[src/rtl/apb_master_bridge.sv]
// APB3 master bridge: turns a transfer request bundle into a two-phase APB
// transaction on one of two slaves, with a watchdog that aborts a hung slave.
module apb_master_bridge #(
    parameter int ADDR_WIDTH     = 9,
    parameter int DATA_WIDTH     = 8,
    parameter int TIMEOUT_CYCLES = 16
) (
    input  logic                  pclk,
    input  logic                  presetn,
    input  logic                  transfer,
    input  logic                  READ_WRITE,
    input  logic [ADDR_WIDTH-1:0] apb_read_paddr,
    input  logic [ADDR_WIDTH-1:0] apb_write_paddr,
    input  logic [DATA_WIDTH-1:0] apb_write_data,
    output logic [DATA_WIDTH-1:0] apb_read_data_out,
    output logic                  psel1,
    output logic                  psel2,
    output logic                  penable,
    output logic                  pwrite,
    output logic [ADDR_WIDTH-1:0] paddr,
    output logic [DATA_WIDTH-1:0] pwdata,
    input  logic [DATA_WIDTH-1:0] prdata1,
    input  logic [DATA_WIDTH-1:0] prdata2,
    input  logic                  pready1,
    input  logic                  pready2,
    output logic                  xfer_done,
    output logic                  timeout_err
);

    localparam int CNT_W = (TIMEOUT_CYCLES < 2) ? 1 : $clog2(TIMEOUT_CYCLES + 1);
    localparam logic [CNT_W-1:0] LAST_WAIT = CNT_W'(TIMEOUT_CYCLES - 1);

    typedef enum logic [1:0] {
        IDLE,
        SETUP,
        ACCESS
    } state_t;

    state_t                  state_q, state_d;
    logic [ADDR_WIDTH-1:0]   paddr_q, paddr_d;
    logic [DATA_WIDTH-1:0]   pwdata_q, pwdata_d;
    logic                    pwrite_q, pwrite_d;
    logic [DATA_WIDTH-1:0]   rdata_q, rdata_d;
    logic [CNT_W-1:0]        wait_cnt_q, wait_cnt_d;
    logic                    xfer_done_q, xfer_done_d;
    logic                    timeout_err_q, timeout_err_d;

    logic                    capture;
    logic                    sel_hi;
    logic                    sel_ready;
    logic [DATA_WIDTH-1:0]   sel_rdata;

    // The MSB of the held address picks the slave; the other slave is ignored.
    assign sel_hi    = paddr_q[ADDR_WIDTH-1];
    assign sel_ready = sel_hi ? pready2 : pready1;
    assign sel_rdata = sel_hi ? prdata2 : prdata1;

    always_comb begin
        state_d       = state_q;
        paddr_d       = paddr_q;
        pwdata_d      = pwdata_q;
        pwrite_d      = pwrite_q;
        rdata_d       = rdata_q;
        wait_cnt_d    = wait_cnt_q;
        xfer_done_d   = 1'b0;
        timeout_err_d = 1'b0;
        capture       = 1'b0;

        case (state_q)
            IDLE: begin
                if (transfer) begin
                    capture = 1'b1;
                    state_d = SETUP;
                end
            end
            SETUP: begin
                wait_cnt_d = '0;
                state_d    = ACCESS;
            end
            ACCESS: begin
                // A ready on the final watchdog cycle still counts as success.
                if (sel_ready) begin
                    xfer_done_d = 1'b1;
                    if (!pwrite_q) begin
                        rdata_d = sel_rdata;
                    end
                    if (transfer) begin
                        capture = 1'b1;
                        state_d = SETUP;
                    end else begin
                        state_d = IDLE;
                    end
                end else if (wait_cnt_q == LAST_WAIT) begin
                    timeout_err_d = 1'b1;
                    state_d       = IDLE;
                end else begin
                    wait_cnt_d = wait_cnt_q + CNT_W'(1);
                end
            end
            default: begin
                state_d = IDLE;
            end
        endcase

        if (capture) begin
            pwrite_d = ~READ_WRITE;
            paddr_d  = READ_WRITE ? apb_read_paddr : apb_write_paddr;
            if (!READ_WRITE) begin
                pwdata_d = apb_write_data;
            end
        end
    end

    always_ff @(posedge pclk or negedge presetn) begin
        if (!presetn) begin
            state_q       <= IDLE;
            paddr_q       <= '0;
            pwdata_q      <= '0;
            pwrite_q      <= 1'b0;
            rdata_q       <= '0;
            wait_cnt_q    <= '0;
            xfer_done_q   <= 1'b0;
            timeout_err_q <= 1'b0;
        end else begin
            state_q       <= state_d;
            paddr_q       <= paddr_d;
            pwdata_q      <= pwdata_d;
            pwrite_q      <= pwrite_d;
            rdata_q       <= rdata_d;
            wait_cnt_q    <= wait_cnt_d;
            xfer_done_q   <= xfer_done_d;
            timeout_err_q <= timeout_err_d;
        end
    end

    assign psel1             = (state_q != IDLE) & ~sel_hi;
    assign psel2             = (state_q != IDLE) & sel_hi;
    assign penable           = (state_q == ACCESS);
    assign pwrite            = pwrite_q;
    assign paddr             = paddr_q;
    assign pwdata            = pwdata_q;
    assign apb_read_data_out = rdata_q;
    assign xfer_done         = xfer_done_q;
    assign timeout_err       = timeout_err_q;

endmodule
[config.mk]
export PLATFORM = sky130hd
export DESIGN_NAME = apb_master_bridge
export DESIGN_NICKNAME = d
export VERILOG_FILES = /design/src/rtl/apb_master_bridge.sv
export SDC_FILE = /design/constraint.sdc
export NUM_CORES = 1
export LEC_CHECK = 0
export ABC_AREA = 1
export CAP_MARGIN = 20
export CORE_ASPECT_RATIO = 1.4
export CORE_MARGIN = 8
export CORE_UTILIZATION = 47
export CTS_BUF_LIST = sky130_fd_sc_hd__clkbuf_8
export CTS_CLUSTER_DIAMETER = 30
export DETAILED_ROUTE_END_ITERATION = 8
export GPL_ROUTABILITY_DRIVEN = 0
export PLACE_DENSITY_LB_ADDON = 0.1
export SLEW_MARGIN = 5
export SYNTH_ARGS = -nofsm -noshare
export SYNTH_HDL_FRONTEND = slang
export SYNTH_SLANG_ARGS = --single-unit
[constraint.sdc]
create_clock -name pclk -period 3.8 [get_ports pclk]
set_clock_uncertainty 0.2 [all_clocks]
set_input_delay 0.95 -clock pclk [delete_from_list [all_inputs] [get_ports pclk]]
set_output_delay 0.95 -clock pclk [all_outputs]
set_load 0.1 [all_outputs]
==> summary.txt <==
Outcome
  – Status: complete, no violations

Routing
  – Drt first pass iters: 4
  – First DRT Iteration DRCs: 85
  – WL/cell: 13.1 um
  – Vias: 1732
  – Post-route ant nets: 0
  – Via/cell ratio: 4.92
  – Drt total wl: 4600 um
  – DRC: 0

Global route
  – Grt ovf: 0
  – Global Route Usage Sum: 15.1%
  – First-pass GRT wire length: 8000 um
  – Vias in the first global route: 1789
  – Initial antenna violation count: 0
  – Maximum number of pins on one net before global-route repair: 36

Clock network
  – CTS Buf Count: 5
  – Post CTS Setup Buffer Count: 0
  – CTS clk-pin slew, worst paths: 70 ps
  – CTS root buf: clkbuf_8
  – Clk sink count: 35
  – CTS max path bufs: 2
  – TritonCTS clock tree: done
  – Clock Latency Late Sink: 280 ps
  – Post-CTS Hold Fix Bufs: 0
  – H-tree levels: 2
  – CTS resizes: 0

Timing
  – Setup tns final: 0 ps
  – Fin crit period: 2760 ps
  – RSZ-0062 raised after global routing: no
  – Max Clk Rate: 0.362 GHz
  – Tcrit/Tclk final: 72.7%
  – Pins Over Slew Limit: 0
  – Fin. Hold Viols: 0
  – Worst slew pin tran: 765 ps
  – Final setup violation count: 0
  – Worst slew margin: 49.0%

Final layout
  – Fillers: 334
  – Diodes inserted: 0
  – Nets: 362
  – Area grow syn2layout: 43.7%
  – Highest-count cells in the layout ignoring fill and taps: nand2_1, clkdlybuf4s50_1, dfrtp_1, buf_4, nand3_1
  – Register area: 876 um2
  – Commonest non-fill, non-tap cell in the layout: nand2_1
  – Area occupied by multi-input gates: 880 um2
  – Fraction of layout cells with a size suffix above 1: 18.4%

Synthesis
  – Ys Warns: 0
  – Mapped Area: 1860 um2
  – Yosys cell types: 25
  – Post-synthesis compound-gate area fraction: 4.03%
  – Multiplexer share of the synthesized area: 0%
  – Seq/Total Area, Yosys: 47.0%
  – Adder-Cell Fraction of Synth Area: 4.03%
  – Largest family of logic cells by synthesized area: simple AND/OR/NAND/NOR gates
  – Synth Area in XOR/XNOR: 0%
  – Synth Register Bits: 35
  – Post-Synth Simple-Gate Area: 39.2%
  – Syn_nets: 285
  – Syn Inst Count: 231
  – Syn Area/Cell: 8.07 um2

Worst setup path
  – Crit-path cells: inv_1, nor2_1, buf_4
  – Worst path max stage delay: 600 ps
  – WS Path Type: reg2out
  – Worst Path Required: 2650 ps
  – Startpoint Class: register
  – Buf/Inv on CP: 2
  – Critical path arrival: 1610 ps
  – Worst-path fanout max: 12
  – Critical Path End Type: output port
  – Slowest-stage cell, CP: dfrtp_1
  – Delay-heaviest family, CP: flip-flops

Floorplan
  – Area of the core: 3880 um2
  – Die Span X: 69.2 um
  – Die Y: 90.5 um
  – Number of core rows: 27
  – Starting Density: 48.0%
  – Die area: 6260 um2
  – IO Pins: 79

Place
  – HPWL Detailed: 3570 um
  – Port Buffers: 78

Flow run
  – Max-cap violations: 0

Worst hold path
  – Hold WC Path Type: reg2reg
==> metrics by stage <==
stage | hold WS, ps | instances | setup WS [ps] | utilization [%] | cell area, um2
5_1_grt | 308 | 352 | 917 | 68.9 | 2680
3_5_place_dp | 260 | 344 | 1230 | 65.5 | 2540
2_1_floorplan | 253 | 231 | 63.4 | - | 1860
4_1_cts | 277 | 352 | 1020 | 68.9 | 2680
6_report | 270 | 352 | 1040 | 68.9 | 2680
3_3_place_gp | 265 | 344 | 1260 | 65.5 | 2540
==> cells in the mapped netlist, drive strengths merged <==
| cell type | instances | area share (%) |
|---|---|---|
| nand3 | 23 | 8.1 |
| o21ai | 14 | 3.8 |
| nand4 | 2 | 0.67 |
| or2 | 3 | 1.0 |
| clkbuf | 1 | 0.20 |
| inv | 10 | 2.0 |
| ha | 6 | 4.0 |
| dfrtp | 35 | 47 |
| a21oi | 1 | 0.27 |
| nor2 | 8 | 2.1 |
| buf | 7 | 3.6 |
| nand2 | 121 | 27 |
==> worst min-delay path, stage by stage, from the launching register on <==
cell and delay, ps:
dfrtp_1 340, nand2_1 50, nand2_1 40
==> layer usage <==
metal / vias to the layer above / wire [um] / GRT usage, %
met5: - / 0 / 0
met4: 0 / 60 / 5.32
met3: 5 / 326 / 5.83
met2: 62 / 2380 / 27.0
met1: 788 / 1840 / 15.5
li1: 877 / - / -
==> registers in the layout, indices dropped and copies added (netlist names) <==
signal,cells
timeout_err,1
wait_cnt_q,5
paddr,9
state_q,2
xfer_done,1
pwdata,8
apb_read_data_out,8
pwrite,1
==> cells by family after synthesis <==
kind of cell / Yosys count
AO/OA/AOI/OAI: 15
adder cells (fa/ha/maj): 6
buffers and inverters: 18
flip-flops: 35
AND/OR/NAND/NOR: 157
==> path summary, 6_finish.rpt <==
kind                            startpoint              endpoint  slack [ps]  cells past startpoint
worst min register to register   pwdata[3]             pwdata[3]         270                      2
max in group asynchronous          presetn             pwdata[3]        2370                      1
worst min-delay path             pwdata[3]             pwdata[3]         270                      2
min in group asynchronous          presetn  apb_read_data_out[7]         540                      1
worst max register to register    paddr[8]             pwdata[0]        1780                      8
worst max-delay path              paddr[8]                 psel2        1040                      3
==> layout make-up <==
| class | count | share of cell area (%) |
|---|---|---|
| clock buffers | 5 | 2.57 |
| clock inverters | 3 | 2.38 |
| inverters | 10 | 1.40 |
| multi-input cells | 178 | 32.9 |
| flip-flops and latches | 35 | 32.7 |
| well taps | 43 | 2.01 |
| repair buffers | 78 | 26.1 |
Power is left out: the tool's default activity adds up to more than one toggle a clock period on the data nets, which glitch-free logic cannot reach.
